===== src/rtl/pingpong_ctrl.sv =====
// Ping-pong bank sequencer between an SPI writer (producer) and a DSP (consumer).
// Optional PROC watchdog is built only when PINGPONG_CTRL_WDOG_EN is defined.
module pingpong_ctrl #(
    parameter int DRAIN_CYC = 3,
    parameter int TIMEOUT   = 1024
) (
    input  logic        clk,
    input  logic        rst_n,
    input  logic        fill_done,
    input  logic        proc_done,
    input  logic        err_clr,
    output logic        wr_bank,
    output logic        wr_ready,
    output logic        rd_bank,
    output logic        dsp_ready,
    output logic [1:0]  full,
    output logic [15:0] frame_cnt,
    output logic        ovf,
    output logic        wdog_err
);

    if (DRAIN_CYC < 1 || DRAIN_CYC > 15 || TIMEOUT < 2 || TIMEOUT > 65535) begin : g_param_check
        $error("pingpong_ctrl: DRAIN_CYC or TIMEOUT out of range");
    end

    typedef enum logic [1:0] {
        IDLE  = 2'd0,
        PROC  = 2'd1,
        DRAIN = 2'd2
    } state_t;

    localparam logic [3:0] DRAIN_LAST = 4'(DRAIN_CYC - 1);

    state_t      state_q, state_d;
    logic [3:0]  drain_cnt_q, drain_cnt_d;
    logic [1:0]  full_q, full_d;
    logic        wr_bank_q;
    logic        rd_bank_q;
    logic [15:0] frame_cnt_q;
    logic        ovf_q;

    logic        fill_accept;
    logic        fill_reject;
    logic        release_bank;
    logic        wdog_fire;

    // Fill decisions use the pre-edge full value, so a same-cycle release of wr_bank rejects.
    assign fill_accept = fill_done & ~full_q[wr_bank_q];
    assign fill_reject = fill_done &  full_q[wr_bank_q];

    always_comb begin
        state_d      = state_q;
        drain_cnt_d  = drain_cnt_q;
        release_bank = 1'b0;
        case (state_q)
            IDLE: begin
                drain_cnt_d = '0;
                if (full_q[rd_bank_q]) begin
                    state_d = PROC;
                end
            end
            PROC: begin
                drain_cnt_d = '0;
                if (proc_done || wdog_fire) begin
                    state_d = DRAIN;
                end
            end
            DRAIN: begin
                if (drain_cnt_q == DRAIN_LAST) begin
                    release_bank = 1'b1;
                    drain_cnt_d  = '0;
                    state_d      = IDLE;
                end else begin
                    drain_cnt_d = drain_cnt_q + 4'd1;
                end
            end
            default: begin
                state_d     = IDLE;
                drain_cnt_d = '0;
            end
        endcase
    end

    // Release and accept touch different banks unless wr_bank == rd_bank, where accept is already blocked.
    always_comb begin
        full_d = full_q;
        if (release_bank) begin
            full_d[rd_bank_q] = 1'b0;
        end
        if (fill_accept) begin
            full_d[wr_bank_q] = 1'b1;
        end
    end

    always_ff @(posedge clk or negedge rst_n) begin
        if (!rst_n) begin
            state_q     <= IDLE;
            drain_cnt_q <= '0;
            full_q      <= 2'b00;
            wr_bank_q   <= 1'b0;
            rd_bank_q   <= 1'b0;
            frame_cnt_q <= '0;
            ovf_q       <= 1'b0;
        end else begin
            state_q     <= state_d;
            drain_cnt_q <= drain_cnt_d;
            full_q      <= full_d;
            if (fill_accept) begin
                wr_bank_q <= ~wr_bank_q;
            end
            if (release_bank) begin
                rd_bank_q   <= ~rd_bank_q;
                frame_cnt_q <= frame_cnt_q + 16'd1;
            end
            if (fill_reject) begin
                ovf_q <= 1'b1;
            end else if (err_clr) begin
                ovf_q <= 1'b0;
            end
        end
    end

`ifdef PINGPONG_CTRL_WDOG_EN
    localparam logic [15:0] WDOG_LAST = 16'(TIMEOUT - 1);

    logic [15:0] wdog_cnt_q;
    logic        wdog_err_q;

    // Fires on the edge that completes TIMEOUT cycles of PROC; proc_done on that edge takes precedence.
    assign wdog_fire = (state_q == PROC) && !proc_done && (wdog_cnt_q == WDOG_LAST);

    always_ff @(posedge clk or negedge rst_n) begin
        if (!rst_n) begin
            wdog_cnt_q <= '0;
            wdog_err_q <= 1'b0;
        end else begin
            if (state_q == PROC && state_d == PROC) begin
                wdog_cnt_q <= wdog_cnt_q + 16'd1;
            end else begin
                wdog_cnt_q <= '0;
            end
            if (wdog_fire) begin
                wdog_err_q <= 1'b1;
            end else if (err_clr) begin
                wdog_err_q <= 1'b0;
            end
        end
    end

    assign wdog_err = wdog_err_q;
`else
    assign wdog_fire = 1'b0;
    assign wdog_err  = 1'b0;
`endif

    assign wr_bank   = wr_bank_q;
    assign rd_bank   = rd_bank_q;
    assign full      = full_q;
    assign wr_ready  = ~full_q[wr_bank_q];
    assign dsp_ready = (state_q == PROC);
    assign frame_cnt = frame_cnt_q;
    assign ovf       = ovf_q;

endmodule

===== config.mk =====
export PLATFORM = sky130hd
export DESIGN_NAME = pingpong_ctrl
export DESIGN_NICKNAME = d
export VERILOG_FILES = /design/src/rtl/pingpong_ctrl.sv
export SDC_FILE = /design/constraint.sdc
export NUM_CORES = 1
export LEC_CHECK = 0
export BUFFER_PORTS_ARGS = -buffer_cell sky130_fd_sc_hd__buf_4
export CAP_MARGIN = 20
export CORE_MARGIN = 1
export CORE_UTILIZATION = 47
export CTS_BUF_LIST = sky130_fd_sc_hd__clkbuf_4 sky130_fd_sc_hd__clkbuf_8 sky130_fd_sc_hd__clkbuf_16
export CTS_CLUSTER_DIAMETER = 100
export DETAILED_ROUTE_END_ITERATION = 8
export PLACE_DENSITY = 0.74
export SLEW_MARGIN = 25
export SYNTH_ARGS = -nofsm -noshare
export SYNTH_HDL_FRONTEND = slang
export SYNTH_SLANG_ARGS = --single-unit

===== constraint.sdc =====
create_clock -name clk -period 1.66 [get_ports clk]
set_clock_uncertainty 0.1 [all_clocks]
set_input_delay 0.249 -clock clk [delete_from_list [all_inputs] [get_ports clk]]
set_output_delay 0.249 -clock clk [all_outputs]
set_load 0.02 [all_outputs]

== After elaboration in Yosys (flattened, before gate mapping) ==
Cells that the tools add are included.
Word-level totals
  bits in registers: 27
  latch bits: 0
  memory bits (writable): 0
  ROM bits: 0
  bits of input ports: 5
  output and inout port bits: 24
  logic and storage cells: 52
  memories: 0
Operators by class
  $add $sub $neg: 2
  $mul: 0
  div/mod/pow operators: 0
  $lt $le $gt $ge: 4
  equality and inequality tests: 6
  shift operators: 0
  muxes and demuxes: 20
  bitwise logic cells: 8
  reduce and logical (&&, ||, !) cells: 5
Operators with widths (number)
  16-bit by 1-bit adder with 16-bit output (second input constant): 1
  1-bit 2-to-1 mux: 10
  2-bit 2-to-1 mux: 5
  4-bit 2-to-1 mux: 2
  2-bit != test (second input constant): 3
  2-bit case mux with 3 select lines: 1
  4-bit by 1-bit adder with 4-bit output (second input constant): 1
  4-bit by 2-bit equality test with 1-bit output (second input constant): 1
  1-bit by 2-bit < comparator with 1-bit output (second input constant): 2
  1-bit NOT: 3
  3-bit AND reduction: 1
  1-bit AND: 2
  2-bit AND: 1
  1-bit demux with 1-bit select: 2
  2-bit by 1-bit equality test with 1-bit output (second input constant): 1
  2-bit equality test (second input constant): 1
  1-bit greater-or-equal comparator (second input constant): 2
  1-bit logical AND: 2
  2-bit zero test: 1
  2-bit NOT: 1
  2-bit OR: 1
  2-bit nonzero test: 1

== Logic depth before layout (Yosys ltp) ==
Gate-level depths: netlist of run 1.
  word-level depth: 9
  mapped depth: 6

== Worst setup path before layout of run 1 ==
OpenSTA, ideal clock, no wires.
  path type: register to register
  from: register drain_cnt_q[0]
  to: register frame_cnt_q[1], in the netlist frame_cnt[1]
  library setup time: 0.125 ns
  arrival: 1.318 ns
  data required time: 1.435 ns
  setup slack: 0.117 ns
  stages on the path, launching flop included: 6
  path buffers: 0
  clock period less this slack: 1.543 ns
  cell sequence: dfrtp_1 inv_1 ha_1 nand2b_1 nor3_4 mux2_2
On the way
  longest elaborated chain between the ends: 3
Ends and longest elaborated chain
  start, declared: line 35  | logic [3:0] drain_cnt_q, drain_cnt_d;
  start signal, assigned: line 106  | drain_cnt_q <= drain_cnt_d;
  4-bit by 2-bit equality test with 1-bit output: line 69  | if (drain_cnt_q == DRAIN_LAST) begin
  1-bit 2-to-1 mux: line 69
  1-bit 2-to-1 mux: line 55  | case (state_q)
  end signal, assigned: line 113  | frame_cnt_q <= frame_cnt_q + 16'd1;
  end, declared: line 39  | logic [15:0] frame_cnt_q;
No other way between the ends.
A chain may end at the register's enable or synchronous reset.

== Final worst setup path of run 1 ==
Ends and elaborated chain as after synthesis.

==> results.json, run 1 <==
{
  "outcome": "completed",
  "critPathMaxFanout": 6,
  "vias": 877,
  "cts_buffer_depth": 2,
  "area_delta_synth_final_pct": 26.0,
  "synth_top_flop_cell": "dfrtp_1",
  "max_freq_mhz": 613,
  "drive_above_1_share_pct": 30.6,
  "p_leak_nw": 0.756,
  "die_h_um": 53.4,
  "postRouteWirelength_um": 2340,
  "r2r_cells": 5,
  "final_util_pct": 63.1,
  "antenna_found_initial": 0,
  "critPathLaunch": "drain_cnt_q[0]",
  "end_kind": "flop",
  "clock_latency_ns": 0.32,
  "power.density_nw_per_um2": 999,
  "grt_pass1_vias": 867,
  "min_period_over_period_pct": 98.2,
  "port_buffers": 27,
  "crit_path_end": "frame_cnt[1]",
  "io_pins": 29,
  "design_area_sq_um": 1560,
  "synth_nets": 115,
  "synth_edf_count": 0,
  "arrival_ns": 1.76,
  "finalHoldViolCount": 0,
  "cts_tree": "built",
  "timing.rr.start": "drain_cnt_q[0]",
  "period_needed_ns": 1.63,
  "r2r_end": "frame_cnt[1]",
  "synthCells": 107,
  "cts_root_buffer": "clkbuf_4",
  "grt_use_total_pct": 19.0,
  "cts_sinks": 27,
  "drtPass1Iterations": 4,
  "startpoint_type": "flop",
  "synth_cell_types": 32,
  "fp.dieW_um": 53.4,
  "peakVddDrop_mv": 0.609,
  "slew_violations": 0,
  "coreArea_sq_um": 2480,
  "start_util_pct": 50.1,
  "gr-total-overflow": 0,
  "dp_hpwl_um": 1720,
  "grt_max_degree": 28,
  "grt_setup_unrepaired": "true",
  "drc": 0,
  "wire_per_inst_um": 13.4,
  "vias_per_cell": 5.04,
  "die_area_sq_um": 2850,
  "hold_class": "in2reg",
  "synth_area_sq_um": 1240,
  "syn_avg_cell_area_sq_um": 11.6,
  "finalSetupTns_ns": 0,
  "placed_area_sq_um": 1500,
  "yosysSeqAreaShare_pct": 54.5,
  "drtIter0Drc": 10,
  "dp_slack_ns": 0.0560,
  "crit_required_ns": 1.79,
  "htreeDepth": 1,
  "synth_top_area_share_pct": 54.5,
  "synth-async-reset-ratio_pct": 100,
  "synth_top_area_cell": "dfrtp_1",
  "grt_pass1_wl_um": 3770,
  "ys.warnings.count": 0,
  "yosys-top-cells-area": "dfrtp_1 54%, xor2_1 6.4%, xnor2_1 5.7%, ha_1 3.0%, nand4_1 3.0%",
  "antenna_cells": 0,
  "ff2ff_setup_slack_ns": 0.03,
  "cap_viol_max_count": 0,
  "cts_buffers": 3,
  "ant_nets": 0,
  "clkTransAtPathRegs_ns": 0.14,
  "ys_seq_elements": 27,
  "gp_congestion": 0.709,
  "final_nets": 153,
  "critical_path_class": "reg2reg",
  "num_rows": 18,
  "timing.final.ws_setup_ns": 0.0293,
  "setup_viol": 0
}
==> cell usage after synthesis (all sizes together) (2+ instances only) <==
master  count
nand2       6
mux2        2
nand3       3
nor3        3
xnor2       8
dfrtp      27
nand4       7
ha          3
nand2b      2
xor2        9
a21oi       2
nor2       10
o21ai       3
inv         6
==> layout by cell type (no fill, tap or decap), types with 2 or more instances in the layout <==
cell,synthesis,routed
a21oi_1,2,2
buf_4,1,32
clkbuf_4,0,4
dfrtp_1,27,27
dlygate4sd3_1,0,2
ha_1,3,3
inv_1,6,6
mux2_2,2,2
nand2_1,6,6
nand2b_1,2,2
nand3_1,3,3
nand4_1,6,6
nor2_1,10,9
nor3_2,2,2
o21ai_0,3,3
xnor2_1,8,8
xor2_1,9,9
==> critical path: stages, from the launching register on <==
cell and delay [ns]:
dfrtp_1 0.43, inv_1 0.07, ha_1 0.16, nand2b_1 0.14, nor3_4 0.27, mux2_2 0.37
==> power breakdown <==
group	internal (mW)	switching [mW]
Sequential	0.740	0.105
Combinational	0.196	0.223
Clock	0.111	0.187
Total	1.05	0.515
==> state kept, by name, summed over array words and instances (netlist names) <==
signal / count
wr_bank: 1
drain_cnt_q: 4
full: 2
rd_bank: 1
state_q: 2
frame_cnt: 16
ovf: 1
==> worst min path at each step <==
stage,start,endpoint,slack [ns],cells after the start
2_1_floorplan,rst_n,drain_cnt_q[0],-0.15,0
3_3_place_gp,rst_n,full[1],0.08,1
6_report,fill_done,ovf,0.1,3
4_1_cts,proc_done,state_q[0],0.07,4
5_1_grt,fill_done,ovf,0.11,3
3_5_place_dp,rst_n,rd_bank,0.08,1
==> cell type report <==
cell class / instances / area (sq um)
Fill cell: 217 / 915
Sequential cell: 27 / 676
Multi-Input combinational cell: 73 / 537
Timing Repair Buffer: 34 / 260
Tap cell: 30 / 37.5
Clock buffer: 4 / 30.0
Inverter: 6 / 22.5
==> timing repair <==
action / in CTS / in global routing
hold buffers: 2 / 0
gates resized for setup: 0 / 1
endpoints found under the hold margin: 28 / 0
setup buffers: 0 / 1
endpoints found under the setup margin: 0 / 10
==> cells by family after synthesis <==
kind of cell	count (synthesis)	share of synthesized area, %
compound gates	9	4.34
other cells	1	0.302
mux	3	2.62
xor+xnor	17	12.0
flops	27	54.5
simple gates	40	20.8
fa+ha+maj	3	3.03
buf+inv	7	2.42
==> per-stage QoR <==
stage | total power, mW | std cells | hold slack [ns]
2_1_floorplan | 1.07 | 107 | -0.147
3_3_place_gp | 1.26 | 167 | 0.0771
3_5_place_dp | 1.28 | 167 | 0.0814
4_1_cts | 1.58 | 173 | 0.0748
5_1_grt | 1.66 | 174 | 0.112
6_report | 1.56 | 174 | 0.0961
==> per-layer routing <==
layer / GRT usage, % / wire length, um
met2: 31.5 / 1130
met1: 23.8 / 1070
met5: 0 / 0
met3: 2.59 / 92
met4: 9.65 / 46
Power figures use the tool's default switching activity.
==> run 2: changes to the inputs <==
ABC_CLOCK_PERIOD_IN_PS = 1660   (was unset)
CORE_ASPECT_RATIO = 1.1   (was unset)
==> run 2 against run 1 <==
Against the previous run: combinational power down 1%; sequential power about the same; routed wire length down 0.47%; critical path type unchanged; critical endpoint is now frame_cnt[13]; first-iteration DRC count unchanged; critical path depth up 1; final cell count is 1.7% higher.
==> results.json, run 2 (same netlist as run 1, synthesis figures left out) <==
{
  "largest_register_ffs": 16,
  "drc": 0,
  "finalHoldViolCount": 0,
  "ant_nets": 0,
  "port_buffers": 27,
  "final_util_pct": 63.7,
  "cts_buffer_depth": 2,
  "io_pins": 29,
  "final_nets": 155,
  "p_switching_uw": 512,
  "vias_per_cell": 5.05,
  "num_rows": 19,
  "dp_hpwl_um": 1700,
  "placed_area_sq_um": 1500,
  "grt_pass1_vias": 893,
  "antenna_found_initial": 0,
  "grt_pass1_wl_um": 4060,
  "power.density_nw_per_um2": 965,
  "grt_max_degree": 28,
  "startpoint_type": "flop",
  "gp_congestion": 0.733,
  "gr-total-overflow": 0,
  "arrival_ns": 1.78,
  "grt_setup_unrepaired": "true",
  "grt_use_total_pct": 18.6,
  "slew_violations": 0,
  "coreArea_sq_um": 2500,
  "wire_per_inst_um": 13.1,
  "hold_class": "in2reg",
  "power.internal_mw": 1.02,
  "clock_latency_ns": 0.31,
  "drtIter0Drc": 10,
  "clkTransAtPathRegs_ns": 0.14,
  "drive_above_1_share_pct": 31.5,
  "critical_path_class": "reg2reg",
  "final_cell_mix": "34 x buf_4, 27 x dfrtp_1, 10 x nor2_1, 9 x xor2_1, 8 x xnor2_1",
  "layout_commonest_cell": "buf_4",
  "antenna_cells": 0,
  "die_area_sq_um": 2850,
  "vias": 894,
  "p_leak_nw": 0.798,
  "design_area_sq_um": 1590,
  "min_period_over_period_pct": 98.1,
  "htreeDepth": 1,
  "setup_viol": 0,
  "clock_power_share_pct": 18.1,
  "cap_viol_max_count": 0,
  "crit_required_ns": 1.81,
  "cts_buffers": 3,
  "p_sw_share_pct": 33.4,
  "area_delta_synth_final_pct": 28.2,
  "combPwrFrac_pct": 26.9,
  "outcome": "completed",
  "cts_tree": "built",
  "die_h_um": 55.9,
  "peakVddDrop_mv": 0.712,
  "fp.dieW_um": 51.0,
  "cts_root_buffer": "clkbuf_4",
  "postRouteWirelength_um": 2330,
  "power_frac_seq_pct": 54.9,
  "start_util_pct": 49.7,
  "cts_sinks": 27,
  "max_freq_mhz": 614,
  "period_needed_ns": 1.63,
  "drtPass1Iterations": 4,
  "end_kind": "flop",
  "critPathMaxFanout": 5
}
run 2: path summary, 6_finish.rpt:
kind | from | endpoint | slack, ns | cells after the start
worst min-delay path | proc_done | state_q[0] | 0.08 | 4
worst min register to register | frame_cnt[15] | frame_cnt[15] | 0.38 | 1
worst max-delay path | drain_cnt_q[0] | frame_cnt[13] | 0.03 | 6
worst max register to register | drain_cnt_q[0] | frame_cnt[13] | 0.03 | 6
min in group asynchronous | rst_n | frame_cnt[9] | 0.26 | 2
max in group asynchronous | rst_n | frame_cnt[15] | 0.95 | 2
run 2: cell type report:
| class | count | area [sq um] |
|---|---|---|
| Clock buffer | 3 | 22.5 |
| Clock inverter | 1 | 5.00 |
| Fill cell | 214 | 907 |
| Inverter | 6 | 22.5 |
| Multi-Input combinational cell | 73 | 549 |
| Sequential cell | 27 | 676 |
| Tap cell | 31 | 38.8 |
| Timing Repair Buffer | 36 | 275 |
run 2: power by group through the flow:
stage,registers (mW),clock network (mW),logic (mW)
final,0.842,0.278,0.413
after global routing,0.866,0.317,0.458
after CTS,0.845,0.285,0.403
after detailed placement,0.857,0,0.399
after global placement,0.851,0,0.391
after floorplan,0.893,0,0.180
run 2: routing by layer:
layer | vias up | share of wire (%) | global-route usage, %
met5 | - | 0 | 0
met4 | 0 | 0.52 | 5.95
met3 | 2 | 2.9 | 3.28
met2 | 16 | 51 | 30.6
met1 | 435 | 46 | 24.6
li1 | 441 | - | -
run 2: repair_timing:
action | in CTS | in global routing
endpoints found under the setup margin | 0 | 13
hold endpoints to repair | 28 | 0
hold buffers | 2 | 0
buffers inserted | 0 | 4
resized for setup | 0 | 3
run 2: stage by stage:
stage | std cells | power, mW | setup WS, ns | TNS [ns] | hold slack [ns]
after floorplan | 107 | 1.07 | 0.117 | 0 | -0.147
after global placement | 167 | 1.24 | 0.0901 | 0 | 0.0772
after detailed placement | 167 | 1.26 | 0.0480 | 0 | 0.0797
after CTS | 173 | 1.53 | 0.0220 | 0 | 0.0848
after global routing | 177 | 1.64 | -0.0794 | -0.602 | 0.0958
final | 177 | 1.53 | 0.0319 | 0 | 0.0842
run 2: critical path: stages (launching register included):
cell and delay, ns:
dfrtp_1 0.43, inv_1 0.07, ha_2 0.17, and4bb_4 0.27, nand4_4 0.17, nor2_1 0.19
xor2_1 0.16
==> run 3: changes to the inputs <==
CORE_UTILIZATION = 37   (was 47)
PLACE_DENSITY = unset   (was 0.74)
==> run 3 against run 2 <==
Against the previous run: the flow now finishes with violations (design-rule violations); register-to-register slack about the same; power up 1.7%; clock power up 5%; sequential share of layout area up 0.17 points; count of clock-buffer cells in the layout up 1; core utilization down 13 points; critical path depth unchanged; critical endpoint is now frame_cnt[11]; highest routed layer unchanged.
==> results.json, run 3 (same netlist as run 1, synthesis figures left out) <==
{
  "wire_per_inst_um": 13.3,
  "die_area_sq_um": 3590,
  "total_power_mw": 1.56,
  "timing.final.ws_setup_ns": 0.0364,
  "final_util_pct": 50.6,
  "htreeDepth": 1,
  "startpoint_type": "flop",
  "regArea_sq_um": 676,
  "gr-total-overflow": 0,
  "design_area_sq_um": 1580,
  "timing.critical_path.buf_inv": 1,
  "cap_viol_max_count": 0,
  "largest_register_ffs": 16,
  "cts_tree": "built",
  "grt_busiest_layer": "met2",
  "outcome": "finished with violations",
  "grt_use_met3_pct": 1.86,
  "clock_latency_ns": 0.31,
  "cts_buffers": 3,
  "path_delay_family": "simple AND/OR/NAND/NOR gates",
  "ant_nets": 0,
  "violations": "design-rule violations",
  "end_kind": "flop",
  "hold_class": "in2reg",
  "critical_path_depth": 6,
  "final_nets": 154,
  "r2r_cells": 6,
  "final_cell_mix": "33 x buf_4, 27 x dfrtp_1, 9 x xor2_1, 8 x nor2_1, 8 x xnor2_1",
  "drtIter0Drc": 31,
  "io_pins": 29,
  "cts_root_buffer": "clkbuf_4",
  "coreArea_sq_um": 3130,
  "met2_usage_pct": 24.4,
  "grt_pass1_wl_um": 4210,
  "area_delta_synth_final_pct": 27.6,
  "dp_slack_ns": 0.0561,
  "vias_per_cell": 4.98,
  "period_needed_ns": 1.62,
  "critPathMaxStageDelay_ns": 0.44,
  "slew_violations": 0,
  "placed_area_sq_um": 1510,
  "met1_usage_pct": 20.8,
  "max_freq_mhz": 616,
  "critical_path_class": "reg2reg",
  "crit_required_ns": 1.81,
  "grt_max_degree": 28,
  "worstHoldPathCells": 4,
  "grt_pass1_vias": 898,
  "antenna_cells": 0,
  "clkTransAtPathRegs_ns": 0.13,
  "antenna_found_initial": 0,
  "slowest_stage": "dfrtp_1",
  "drc": 6,
  "num_rows": 21,
  "multi_input_area_sq_um": 544,
  "cts_sinks": 27,
  "start_util_pct": 39.7,
  "grt_use_total_pct": 15.3,
  "vias": 892,
  "layout_commonest_cell": "buf_4",
  "cts_buffer_depth": 2,
  "setup_viol": 0,
  "power.density_nw_per_um2": 985,
  "port_buffers": 27,
  "postRouteWirelength_um": 2390,
  "min_period_over_period_pct": 97.8,
  "gp_congestion": 0.799,
  "fp.dieW_um": 57.2,
  "arrival_ns": 1.77,
  "die_h_um": 62.7,
  "p_leak_nw": 0.762,
  "path_cells": "inv_1 -> ha_1 -> and4bb_4 -> nand4_4 -> nor3_2 -> xor2_1",
  "drive_above_1_share_pct": 31.7,
  "worst_hold_slack_ns": 0.0971,
  "dp_hpwl_um": 1770,
  "drtPass1Iterations": 6,
  "finalHoldViolCount": 0,
  "peakVddDrop_mv": 0.428,
  "fillCellCount": 313,
  "critPathMaxFanout": 5,
  "grt_setup_unrepaired": "true"
}
## run 3: final cells by class
type                       count  area share (%)
sequential                    27            42.7
multi-input combinational     73            34.4
timing repair buffer          35            16.9
tap                           34            2.69
clock buffer                   4            1.90
inverter                       6            1.42
## run 3: worst min-delay path: stages
cell	delay [ns]
buf_4	0.07
nand2_1	0.05
o21ai_0	0.07
nor2_1	0.04
## run 3: timing repair
item,in CTS,in global routing
endpoints found under the setup margin,0,13
setup buffers,0,2
hold endpoints to repair,28,0
hold buffers,2,0
gates resized for setup,0,3
## run 3: worst paths after layout
path	start	endpoint	slack [ns]
max in group asynchronous	rst_n	frame_cnt[3]	0.95
min reg2reg	frame_cnt[15]	frame_cnt[15]	0.37
max	drain_cnt_q[0]	frame_cnt[11]	0.04
min	proc_done	state_q[0]	0.1
max reg2reg	drain_cnt_q[0]	frame_cnt[11]	0.04
min in group asynchronous	rst_n	frame_cnt[11]	0.27
## run 3: routing by layer
metal | up-vias | wire length [um] | part of all wire [%]
met5 | - | 0 | 0
met4 | 0 | 21 | 0.88
met3 | 2 | 91 | 3.8
met2 | 16 | 1230 | 51
met1 | 433 | 1050 | 44
li1 | 441 | - | -
## run 3: stage by stage
step                      setup TNS [ns]  std cells
after floorplan                        0        107
after global placement                 0        171
after detailed placement               0        171
after CTS                              0        177
after global routing              -0.629        179
final                                  0        179
## run 3: power breakdown
part,internal (mW),switching (mW)
Clock,0.110,0.181
Combinational,0.199,0.229
Sequential,0.740,0.0999
Total,1.05,0.509
